[src/rtl/rf_pkg.sv]
// ---------------------------------------------------------------------------
// rf_pkg -- shared constants and types for the parameterised register file.
//
// Contents:
//   RF_DATA_W / RF_ADDR_W : default register width and address width
//   RF_DEPTH              : default number of registers (2**RF_ADDR_W)
//   reg_idx_t             : register index at the default address width
//   reg_word_t            : register word at the default data width
//   rf_depth()            : helper returning 2**addr_w
//
// Optional feature macro used by the files importing this package:
//   REG_FILE_BYPASS_EN (write-to-read forwarding in reg_file_param)
// ---------------------------------------------------------------------------
package rf_pkg;

  localparam int RF_DATA_W = 16;
  localparam int RF_ADDR_W = 4;
  localparam int RF_DEPTH  = 1 << RF_ADDR_W;

  typedef logic [RF_ADDR_W-1:0] reg_idx_t;
  typedef logic [RF_DATA_W-1:0] reg_word_t;

  function automatic int rf_depth(input int addr_w);
    return 1 << addr_w;
  endfunction

endpackage

[src/rtl/rf_storage.sv]
// ---------------------------------------------------------------------------
// rf_storage -- register array with one write port and three combinational
// read ports (two addressed, one hard-wired to register LINK_IDX).
//
// Ports:
//   clk     in   clock, all writes on the rising edge
//   rst     in   synchronous active-high reset, clears every register to 0
//   we      in   write enable
//   waddr   in   [ADDR_W-1:0] write address
//   wdata   in   [DATA_W-1:0] write data
//   raddr1  in   [ADDR_W-1:0] read address, port 1
//   raddr2  in   [ADDR_W-1:0] read address, port 2
//   rdata1  out  [DATA_W-1:0] stored contents of register raddr1
//   rdata2  out  [DATA_W-1:0] stored contents of register raddr2
//   rdata3  out  [DATA_W-1:0] stored contents of register LINK_IDX
//
// Reads show stored contents only; any write forwarding (REG_FILE_BYPASS_EN)
// is applied by the parent.
// ---------------------------------------------------------------------------
module rf_storage
  import rf_pkg::*;
#(
  parameter int DATA_W   = RF_DATA_W,
  parameter int ADDR_W   = RF_ADDR_W,
  parameter int LINK_IDX = (1 << ADDR_W) - 1
) (
  input  logic              clk,
  input  logic              rst,
  input  logic              we,
  input  logic [ADDR_W-1:0] waddr,
  input  logic [DATA_W-1:0] wdata,
  input  logic [ADDR_W-1:0] raddr1,
  input  logic [ADDR_W-1:0] raddr2,
  output logic [DATA_W-1:0] rdata1,
  output logic [DATA_W-1:0] rdata2,
  output logic [DATA_W-1:0] rdata3
);

  localparam int DEPTH = rf_depth(ADDR_W);

  // Every register must clear on reset, so the array is built from flops
  // rather than a RAM macro; reads are zero-latency muxes.
  logic [DATA_W-1:0] mem_reg [DEPTH];
  logic [DEPTH-1:0]  word_we;

  genvar gi;
  generate
    for (gi = 0; gi < DEPTH; gi++) begin : g_we
      assign word_we[gi] = we && (waddr == ADDR_W'(gi));
    end
  endgenerate

  always_ff @(posedge clk) begin
    if (rst) begin
      for (int i = 0; i < DEPTH; i++) begin
        mem_reg[i] <= '0;
      end
    end else begin
      for (int i = 0; i < DEPTH; i++) begin
        if (word_we[i]) begin
          mem_reg[i] <= wdata;
        end
      end
    end
  end

  assign rdata1 = mem_reg[raddr1];
  assign rdata2 = mem_reg[raddr2];
  assign rdata3 = mem_reg[LINK_IDX];

endmodule

[src/rtl/reg_file_param.sv]
// ---------------------------------------------------------------------------
// reg_file_param -- parameterised register file with a write-pending
// scoreboard (one pending bit per register plus a live population count).
//
// Ports:
//   clk        in   clock, all state updates on the rising edge
//   rst        in   synchronous active-high reset (wins over all writes/sets)
//   r1, r2     in   [ADDR_W-1:0] read addresses for ports 1 and 2
//   wr         in   [ADDR_W-1:0] write address
//   wd         in   [DATA_W-1:0] write data
//   regwrt     in   write enable; also clears pend[wr]
//   pend_set   in   marks register pend_addr as awaiting a write
//   pend_addr  in   [ADDR_W-1:0] register to mark pending
//   r1out      out  [DATA_W-1:0] contents of register r1
//   r2out      out  [DATA_W-1:0] contents of register r2
//   r3out      out  [DATA_W-1:0] contents of register LINK_IDX
//   r1_busy    out  pending bit of register r1
//   r2_busy    out  pending bit of register r2
//   pend_cnt   out  [ADDR_W:0] number of pending registers
//
// Build option:
//   REG_FILE_BYPASS_EN  when defined, a write in progress is forwarded to any
//                       read port addressing wr in the same cycle, and that
//                       port's busy flag reads as already cleared (unless
//                       pend_set re-marks the same register this cycle).
// ---------------------------------------------------------------------------
module reg_file_param
  import rf_pkg::*;
#(
  parameter int DATA_W   = RF_DATA_W,
  parameter int ADDR_W   = RF_ADDR_W,
  parameter int LINK_IDX = (1 << ADDR_W) - 1
) (
  input  logic              clk,
  input  logic              rst,
  input  logic [ADDR_W-1:0] r1,
  input  logic [ADDR_W-1:0] r2,
  input  logic [ADDR_W-1:0] wr,
  input  logic [DATA_W-1:0] wd,
  input  logic              regwrt,
  input  logic              pend_set,
  input  logic [ADDR_W-1:0] pend_addr,
  output logic [DATA_W-1:0] r1out,
  output logic [DATA_W-1:0] r2out,
  output logic [DATA_W-1:0] r3out,
  output logic              r1_busy,
  output logic              r2_busy,
  output logic [ADDR_W:0]   pend_cnt
);

  localparam int DEPTH = rf_depth(ADDR_W);
  localparam logic [ADDR_W-1:0] LINK_ADDR = ADDR_W'(LINK_IDX);

  // -------------------------------------------------------------------------
  // Storage
  // -------------------------------------------------------------------------
  logic [DATA_W-1:0] r1_data;
  logic [DATA_W-1:0] r2_data;
  logic [DATA_W-1:0] r3_data;

  rf_storage #(
    .DATA_W   (DATA_W),
    .ADDR_W   (ADDR_W),
    .LINK_IDX (LINK_IDX)
  ) u_storage (
    .clk    (clk),
    .rst    (rst),
    .we     (regwrt),
    .waddr  (wr),
    .wdata  (wd),
    .raddr1 (r1),
    .raddr2 (r2),
    .rdata1 (r1_data),
    .rdata2 (r2_data),
    .rdata3 (r3_data)
  );

  // -------------------------------------------------------------------------
  // Pending scoreboard
  // -------------------------------------------------------------------------
  logic [DEPTH-1:0]  pend_reg;
  logic [DEPTH-1:0]  pend_next;
  logic [DEPTH-1:0]  set_hit;
  logic [DEPTH-1:0]  clr_hit;
  logic [ADDR_W:0]   pend_cnt_reg;
  logic [ADDR_W:0]   pend_cnt_next;
  logic              cnt_inc;
  logic              cnt_dec;

  genvar gi;
  generate
    for (gi = 0; gi < DEPTH; gi++) begin : g_pend
      assign set_hit[gi]   = pend_set && (pend_addr == ADDR_W'(gi));
      assign clr_hit[gi]   = regwrt && (wr == ADDR_W'(gi));
      // A new producer issued on the same edge as the old one retires
      // leaves the register pending.
      assign pend_next[gi] = set_hit[gi] | (pend_reg[gi] & ~clr_hit[gi]);
    end
  endgenerate

  // The count is kept incrementally instead of re-summing pend_reg. At most
  // one bit can rise (set on a clear bit) and at most one can fall (clear on
  // a set bit not re-marked), so the count moves by -1, 0 or +1 per edge.
  assign cnt_inc = |(set_hit & ~pend_reg);
  assign cnt_dec = |(clr_hit & pend_reg & ~set_hit);

  always_comb begin
    pend_cnt_next = pend_cnt_reg;
    if (cnt_inc && !cnt_dec) begin
      pend_cnt_next = pend_cnt_reg + 1'b1;
    end else if (cnt_dec && !cnt_inc) begin
      pend_cnt_next = pend_cnt_reg - 1'b1;
    end
  end

  always_ff @(posedge clk) begin
    if (rst) begin
      pend_reg     <= '0;
      pend_cnt_reg <= '0;
    end else begin
      pend_reg     <= pend_next;
      pend_cnt_reg <= pend_cnt_next;
    end
  end

  assign pend_cnt = pend_cnt_reg;

  // -------------------------------------------------------------------------
  // Read-side outputs
  // -------------------------------------------------------------------------
`ifdef REG_FILE_BYPASS_EN
  logic r1_fwd;
  logic r2_fwd;
  logic r3_fwd;

  assign r1_fwd = regwrt && (r1 == wr);
  assign r2_fwd = regwrt && (r2 == wr);
  assign r3_fwd = regwrt && (LINK_ADDR == wr);

  assign r1out = r1_fwd ? wd : r1_data;
  assign r2out = r2_fwd ? wd : r2_data;
  assign r3out = r3_fwd ? wd : r3_data;

  // A forwarded read sees the write as already retired, so its pending bit
  // looks clear unless a new producer is issued to the same register now.
  assign r1_busy = r1_fwd ? (pend_set && (pend_addr == r1)) : pend_reg[r1];
  assign r2_busy = r2_fwd ? (pend_set && (pend_addr == r2)) : pend_reg[r2];
`else
  assign r1out   = r1_data;
  assign r2out   = r2_data;
  assign r3out   = r3_data;
  assign r1_busy = pend_reg[r1];
  assign r2_busy = pend_reg[r2];
`endif

endmodule

[config.mk]
export PLATFORM = sky130hd
export DESIGN_NAME = reg_file_param
export DESIGN_NICKNAME = d
export VERILOG_FILES = /design/src/rtl/rf_pkg.sv /design/src/rtl/rf_storage.sv /design/src/rtl/reg_file_param.sv
export SDC_FILE = /design/constraint.sdc
export NUM_CORES = 1
export LEC_CHECK = 0
export CORE_MARGIN = 4
export CORE_UTILIZATION = 50
export DETAILED_ROUTE_END_ITERATION = 16
export PLACE_DENSITY_LB_ADDON = 0.1
export SLEW_MARGIN = 20
export SYNTH_ARGS = -nofsm -noshare
export SYNTH_HDL_FRONTEND = slang
export SYNTH_SLANG_ARGS = --single-unit
[constraint.sdc]
create_clock -name clk -period 6.8 [get_ports clk]
set_clock_uncertainty 0.1 [all_clocks]
set_input_delay 1.02 -clock clk [delete_from_list [all_inputs] [get_ports clk]]
set_output_delay 1.02 -clock clk [all_outputs]
set_load 0.03 [all_outputs]
# [Word level (Yosys, flattened, before mapping)]
# Memory sizes are Yosys's and may differ from the RTL's.
# Index checks and enable logic that the tools add are counted.
[word_totals] register_bits=21 latch_bits=0 mem_bits_rw=256 romBits=0 out_inout_bits=55 n_memories=1
[classes] add_sub_neg=2 multipliers=0 div=0 order_cmp=2 n_eq_ne=30 n_shift=0 mux=72 bitwise_logic=69 reduce_logical=41
[memory_table] name="u_storage.mem_reg" depth=16 width=16 rd=3 rd_clocked_by_memory_dff=0 write_ports=16 line_no="rf_storage.sv:43" rtl="logic [DATA_W-1:0] mem_reg [DEPTH];"
[op_table] op="two-way mux 16 bit" n=16
[op_table] op="== test 4 bit (second input constant)" n=16
[op_table] op="two-way mux 1 bit" n=52
[op_table] op="bitwise AND 16 bit" n=3
[op_table] op="logical AND 1 bit" n=34
[op_table] op="== test 4 x 3 -> 1 bit (second input constant)" n=8
[op_table] op="inverter 16 bit" n=2
[op_table] op="OR 1 bit" n=32
[op_table] op="OR reduction 16 bit" n=2
[op_table] op="bitwise AND 1 bit" n=16
[op_table] op="== test 4 x 2 -> 1 bit (second input constant)" n=4
[op_table] op="inverter 1 bit" n=16
[op_table] op="< comparator 4 x 5 -> 1 bit (second input constant)" n=2
[op_table] op="two-way mux 5 bit" n=2
[op_table] op="binary-select mux 1 bit (select 4 bit)" n=2
[op_table] op="== test 4 x 1 -> 1 bit (second input constant)" n=2
[op_table] op="logical NOT 4 bit" n=2
[op_table] op="adder 5 x 1 -> 5 bit (second input constant)" n=1
[op_table] op="subtractor 5 x 1 -> 5 bit (second input constant)" n=1
[op_table] op="logical NOT 1 bit" n=2
[op_table] op="nonzero test 2 bit" n=1

# [Depth between registers and ports, before layout]
# Gate-level depths: netlist (run 1).
[logic_depth] word_depth=8 mapped_depth=14

# [Cells and area by module]
# From an unflattened synthesis (run 1), not the netlist that was laid out.
[unflattened] hier_cells=985 area_unflattened_um2=14390.1
[by_module_without_submodules] mod="rf_storage" n_inst=1 cells_each=789 area_each_um2=12747.2 seq_area_each_um2=7687.4
[by_module_without_submodules] mod="reg_file_param" n_inst=1 cells_each=196 area_each_um2=1642.8 seq_area_each_um2=420.4

# [Least setup slack after synthesis (run 1)]
# OpenSTA, ideal clock, no wires.
[synth_path] path_kind="input to register" start="in wr[3]" end="reg pend_cnt_reg[4], in the netlist pend_cnt[4]" t_arrival_ns=3.883 t_required_ns=6.579 slack_ns=2.697 stages=14 n_path_buf=2 path_cell_list="clkbuf_1 -> nand3_1 -> or3_1 -> clkbuf_1 -> o2111ai_1 -> nor4_1 -> ha_1 -> inv_1 -> ha_1 -> nor2b_1 -> o21a_1 -> or3_1 -> a21oi_1 -> mux2_2"
[synth_via] elab_chain_len=8 elab_cells_between_ends=40
[synth_lines] item="start: declaration" line_no="reg_file_param.sv:38" rtl="input logic [ADDR_W-1:0] wr,"
[synth_lines] item="== test 4 x 1 -> 1 bit, or another cell as far along" line_no="reg_file_param.sv:94" rtl="assign clr_hit[gi] = regwrt && (wr == ADDR_W'(gi));"
[synth_lines] item="logical AND 1 bit" line_no="reg_file_param.sv:94"
[synth_lines] item="bitwise AND 16 bit (*) (2 in series)" line_no="reg_file_param.sv:105" rtl="assign cnt_dec = |(clr_hit & pend_reg & ~set_hit);"
[synth_lines] item="OR reduction 16 bit (*)" line_no="reg_file_param.sv:105"
[synth_lines] item="logical NOT 1 bit" line_no="reg_file_param.sv:109" rtl="if (cnt_inc && !cnt_dec) begin"
[synth_lines] item="logical AND 1 bit" line_no="reg_file_param.sv:109"
[synth_lines] item="two-way mux 5 bit / nonzero test 2 bit (equally long branches)"
[synth_lines] item="end signal: assignment" line_no="reg_file_param.sv:122" rtl="pend_cnt_reg <= pend_cnt_next;"
[synth_lines] item="end: declaration" line_no="reg_file_param.sv:85" rtl="logic [ADDR_W:0] pend_cnt_reg;"
# Every way passes the cells marked *; elsewhere a longest branch is shown, timed or not.
# A chain may end at the register's enable or synchronous reset.

# [Worst setup path after layout (run 1)]
[layout_path] start="in r2[0]" end="out r2out[6]"
[layout_via] elab_chain_len=1
[layout_lines] item="start: declaration" line_no="reg_file_param.sv:37" rtl="input logic [ADDR_W-1:0] r2,"
[layout_lines] item="memory (16 x 16 bit)"
[layout_lines] item="end: declaration" line_no="reg_file_param.sv:44" rtl="output logic [DATA_W-1:0] r2out,"
# No other way between the ends.

==> results of run 1 <==
## metal layers
metal | GRT usage, % | wire length, um
met1 | 38.0 | 16400
met4 | 8.84 | 1700
met2 | 46.7 | 21000
met5 | 0 | 0
met3 | 4.07 | 3240
## power by group through the flow
stage | Sequential, W | Clock [W] | Combinational (W)
floorplan | 0.00209 | 0 | 0.000443
global placement | 0.00208 | 0 | 0.000719
detailed placement | 0.00209 | 0 | 0.000725
CTS | 0.00206 | 0.00153 | 0.000728
global route | 0.00207 | 0.00161 | 0.000758
finish | 0.00206 | 0.00150 | 0.000724
## critical path, delay by kind of cell
family,cells,cell delay [ns]
buffers and inverters,3,1.58
multiplexers,2,1.07
## cells in the final DEF, fill, tap and decap left out, types with 8 or more instances in the layout
master           netlist  layout
o21ai_0                9       9
buf_4                  0      26
clkbuf_16              0      30
dfxtp_1               21      21
edfxtp_1             256     256
clkinv_2               0       8
mux4_2               172     172
inv_1                 19      19
clkdlybuf4s50_1        0      85
nand2b_1              30      29
nor2_1               183     183
nand2_1               36      36
a21oi_1               19      19
## layout make-up
cell class	count	area [um2]
multi-input combinational	522	5610
clock inverter	19	133
fill	2099	11500
clock buffer	36	773
inverter	19	71.3
tap	378	473
sequential	277	8110
timing repair buffer	118	1140
## through the flow
stage	utilization, %	hold WS (ns)	instances	area [um2]	setup slack (ns)
final	58.5	0.419	1369	16300	1.97
after global routing	58.5	0.458	1369	16300	1.75
after CTS	58.5	0.416	1369	16300	1.92
after detailed placement	55.3	0.406	1314	15400	1.43
after global placement	55.3	0.407	1314	15400	1.52
after floorplan	-	0.362	899	14100	2.70
## logic make-up after synthesis
family                   after synthesis  share of synthesized area (%)
AND/OR/NAND/NOR                      288                           8.98
flip-flops                           277                           57.3
multiplexers                         176                           27.7
buffers and inverters                100                           3.11
AO/OA/AOI/OAI                         49                           2.11
adder cells (fa/ha/maj)                6                          0.584
XOR/XNOR                               3                          0.186
## worst paths after layout
| path | slack, ns | to | startpoint |
|---|---|---|---|
| min | 0.42 | pend_reg[4] | pend_reg[4] |
| min reg2reg | 0.42 | pend_reg[4] | pend_reg[4] |
| max reg2reg | 3.17 | pend_cnt[4] | pend_reg[10] |
| max | 1.97 | r2out[6] | r2[0] |
==> impl_metrics.tcl, run 1 <==
set metrics [dict create \
    outcome "finished clean" \
    post-cts-setup-buffers 0 \
    asyncSetResetFlopFracSynth_pct 0 \
    synth.yosys.warnings 0 \
    grt_overflow_total 0 \
    vias 8897 \
    post_synth_inst_count 899 \
    area.growth.synth_to_final_pct 15.3 \
    coreArea_mm2 0.0279 \
    track_usage_pct 27.8 \
    part_of_the_yosys_area_used_for_sequential_elements_pct 57.3 \
    maxClockFrequency_mhz 207 \
    crit_path_frequent_cell "mux4_2" \
    cts_buffer_depth 3 \
    synth_largest_area_cell "edfxtp_1" \
    clock-root-buffer "clkbuf_16" \
    ff2ff_path_depth 12 \
    post-synth-top-count-cell "edfxtp_1" \
    start_util_pct 50.8 \
    first_global_vias 9348 \
    gp_congestion 0.932 \
    critPathSlowestCell "clkdlybuf4s50_1" \
    min_delay_path_depth 2 \
    synth_edf_count 256 \
    routedWlPerCell_um 30.9 \
    cts_max_level 1 \
    setup_viol 0 \
    tritoncts "yes" \
    synth_top_cell_area_share_pct 54.4 \
    clkSlewWorstSetupHoldPaths_ns 0.06 \
    finalPower_w 0.00428 \
    cp_slowest_stage_delay_ns 0.64 \
    place.port_buffers 90 \
    postSynthAreaPerCell_um2 15.7 \
    power_switching_share_pct 26.0 \
    die_h_um 176 \
    clk-insertion-delay-late_ns 0.55 \
    cp.required_ns 5.68 \
    power.switching_w 0.00112 \
    holdBufCountCts 0 \
    tritoncts.num_buffers 30 \
    holdCritPathClass "reg2reg" \
    post_cts_resize_count 0 \
    sequentialPowerShare_pct 48.1 \
    detail_route.first_pass.iterations 5 \
    max_slew.worst_pin.slew_ns 1.14 \
    clock_network_power_share_pct 35.0 \
    largest_cells_by_area_after_synthesis "edfxtp_1 54%, mux4_2 27%, nor2_1 4.9%" \
    timing_worst_setup_path_type "in2out" \
    combinational_cell_fraction_of_total_power_pct 16.9 \
    die_width_um 176 \
    detail-route-antenna-nets 0 \
    cp-start-kind "input port" \
    drt-vias-per-instance 6.50 \
    power_leakage_nw 5.39 \
    dp_hpwl_mm 26.8 \
    crit_end_element "primary output" \
    drc_errors 0 \
    top_level_ports 91 \
    power.density_cell_area_mw_per_mm2 263 \
    synthesized_flop_and_latch_total 277 \
    synth_cell_area_mm2 0.0141 \
    rsz_0062_raised_after_global_routing "no" \
    finalHoldViolCount 0 \
    detail_route.iter0.violations 1125 \
    clock_sinks 277 \
    finalWirelength_mm 42.4 \
    setup_total_negative_slack_ns 0 \
    drv.max_cap_violation_count 0 \
    post-route-min-period_ns 4.83 \
    share_of_cells_above_drive_strength_1_pct 26.0 \
    largest_reg_flops 256 \
    design.final.nets 1010 \
    critical_path_peak_fanout 35 \
    maxSlewHeadroom_pct 23.8 \
    maxSlewViolCount 0 \
    internal_power_w 0.00317 \
    synth.distinct_cells 43 \
    cp_cell_sequence "buf_4, buf_12, mux4_2, mux4_2, clkdlybuf4s50_1" \
    grt_antenna_before_repair 0 \
    irDropWorstVdd_mv 0.196 \
    finalCritPeriodShare_pct 71.1 \
    die_area_mm2 0.0310 \
    dominantRegCellSynth "edfxtp_1" \
    postSynthNetCount 941 \
    synth_top_cells_by_count "256 x edfxtp_1, 183 x nor2_1, 172 x mux4_2, 56 x clkbuf_1, 36 x nand2_1" \
    worst-endpoint-arrival_ns 3.71 \
    grt_max_degree 55 \
    antenna_cells_inserted 0 \
    grt_first_pass_wirelength_mm 62.2 \
    core.rowCount 61 \
]
No activity file was read; power rests on OpenSTA's default activity.
==> inputs of run 2 (changes only) <==
clock period = 4.1 ns   (was 6.8 ns; I/O delays follow)
==> run 2 against run 1 <==
Worst setup slack worse by 1.6 ns. First-iteration DRC count down 4.0%. Cell area up 4.2%. Sequential power increased by 66%. Global-route usage is 0.21 points higher. Critical path depth grew 9. Critical path type is now in2reg. Largest cell class unchanged.
==> impl_metrics.tcl, run 2 (synthesis gave the netlist of run 1 again) <==
set metrics [dict create \
    outcome "finished clean" \
    maxSlewViolCount 0 \
    combinational_cell_fraction_of_total_power_pct 17.1 \
    clock-root-buffer "clkbuf_16" \
    utilization_pct 61.0 \
    drc_errors 0 \
    grt_first_pass_wirelength_mm 62.9 \
    detail-route-antenna-nets 0 \
    crit_path_frequent_cell "ha_1" \
    tritoncts.num_buffers 29 \
    die_area_mm2 0.0310 \
    grt_antenna_before_repair 0 \
    power_leakage_nw 5.76 \
    rsz_0062_raised_after_global_routing "no" \
    gp_congestion 0.901 \
    post-route-min-period_ns 3.75 \
    holdBufCountCts 0 \
    timing_worst_setup_path_type "in2reg" \
    tritoncts "yes" \
    finalCritPeriodShare_pct 91.6 \
    start_util_pct 50.8 \
    worst-endpoint-arrival_ns 4.09 \
    power_switching_share_pct 25.4 \
    critical_path_peak_fanout 7 \
    post-place-ws_ns -0.165 \
    die_width_um 176 \
    design.final.nets 1068 \
    regToRegStartpoint "pend_reg[5]" \
    final.setup.worst_slack_ns 0.346 \
    post_cts_resize_count 0 \
    core.rowCount 61 \
    maxSlewHeadroom_pct 53.9 \
    timing.hold.ws_ns 0.445 \
    post-route-cell-area_mm2 0.0170 \
    detail_route.iter0.violations 1080 \
    clk-insertion-delay-late_ns 0.55 \
    share_of_cells_above_drive_strength_1_pct 30.2 \
    track_usage_pct 28.0 \
    cts_max_level 1 \
    placement_stage_cell_area_mm2 0.0160 \
    detail_route.first_pass.iterations 5 \
    setup_viol 0 \
    power.switching_w 0.00188 \
    clock_network_power_share_pct 36.7 \
    die_h_um 176 \
    post-cts-setup-buffers 0 \
    finalHoldViolCount 0 \
    antenna_cells_inserted 0 \
    setup_crit_start "pend_addr[2]" \
    first_global_vias 9532 \
    holdCritPathClass "reg2reg" \
    dp_hpwl_mm 28.3 \
    max_slew.worst_pin.slew_ns 0.692 \
    crit_end_element "flip-flop" \
    top_level_ports 91 \
    irDropWorstVdd_mv 0.305 \
    grt_max_degree 31 \
    cp_cell_sequence "clkdlybuf4s50_1, and3b_1, nand2_1, a41oi_1, o2111ai_1, nor4_1, ha_1, inv_1, ha_1, nor2b_1, o21a_1, or3_1, a21oi_1, mux2_2" \
    cp_slowest_stage_delay_ns 0.61 \
    mostFrequentLayoutCells "256 x edfxtp_1, 183 x nor2_1, 172 x mux4_2, 85 x clkdlybuf4s50_1, 72 x buf_4" \
    power.density_cell_area_mw_per_mm2 435 \
    hp-start "pend_reg[2]" \
    area.growth.synth_to_final_pct 20.1 \
    largest_reg_flops 256 \
    clkSlewWorstSetupHoldPaths_ns 0.06 \
    routedWlPerCell_um 30.0 \
    place.port_buffers 90 \
    grt_overflow_total 0 \
    cp-start-kind "input port" \
    clock_sinks 277 \
    layout_commonest_cell "edfxtp_1" \
    drt-vias-per-instance 6.34 \
    coreArea_mm2 0.0279 \
    finalWirelength_mm 42.8 \
    drv.max_cap_violation_count 0 \
    vias 9054 \
    sequentialPowerShare_pct 46.2 \
    critPathSlowestCell "clkdlybuf4s50_1" \
    cp.required_ns 4.44 \
    maxClockFrequency_mhz 266 \
    cts_buffer_depth 3 \
    internal_power_w 0.00551 \
]
[run 2: worst paths after layout]
path,endpoint,slack (ns),cells past startpoint
setup / recovery,pend_cnt[4],0.35,14
hold / removal,pend_reg[2],0.44,2
setup reg to reg,pend_cnt[4],0.81,13
hold reg to reg,pend_reg[2],0.44,2
[run 2: through the flow]
| step | setup TNS, ns | cells | total power (W) |
|---|---|---|---|
| after floorplan | 0 | 899 | 0.00420 |
| after global placement | -0.0853 | 1373 | 0.00470 |
| after detailed placement | -0.165 | 1373 | 0.00474 |
| after CTS | 0 | 1427 | 0.00743 |
| after global routing | 0 | 1427 | 0.00764 |
| final | 0 | 1427 | 0.00739 |
[run 2: routing by layer]
metal	global-route usage (%)	part of all wire, %	vias to the layer above
li1	-	-	3781
met1	37.9	39	4702
met2	46.4	50	483
met3	5.35	8.3	88
met4	9.19	3.5	0
met5	0	0	-
[run 2: layout make-up]
cell class	count	area [um2]
fill	2052	10900
sequential	277	8110
multi-input combinational	522	5610
timing repair buffer	177	1750
clock buffer	31	733
tap	378	473
clock inverter	23	246
inverter	19	71.3
[run 2: power by group through the flow]
stage	Clock, W	Combinational [W]	Sequential (W)
after detailed placement	0	0.00127	0.00347
after global placement	0	0.00126	0.00344
after floorplan	0	0.000734	0.00347
after CTS	0.00275	0.00127	0.00341
after global routing	0.00288	0.00133	0.00343
final	0.00271	0.00127	0.00341
[run 2: critical path: cells and delay by family]
kind,cells,cell delay (ns)
buffers and inverters,2,0.67
AO/OA/AOI/OAI,4,0.74
adder cells (fa/ha/maj),2,0.52
AND/OR/NAND/NOR,5,1.21
multiplexers,1,0.35
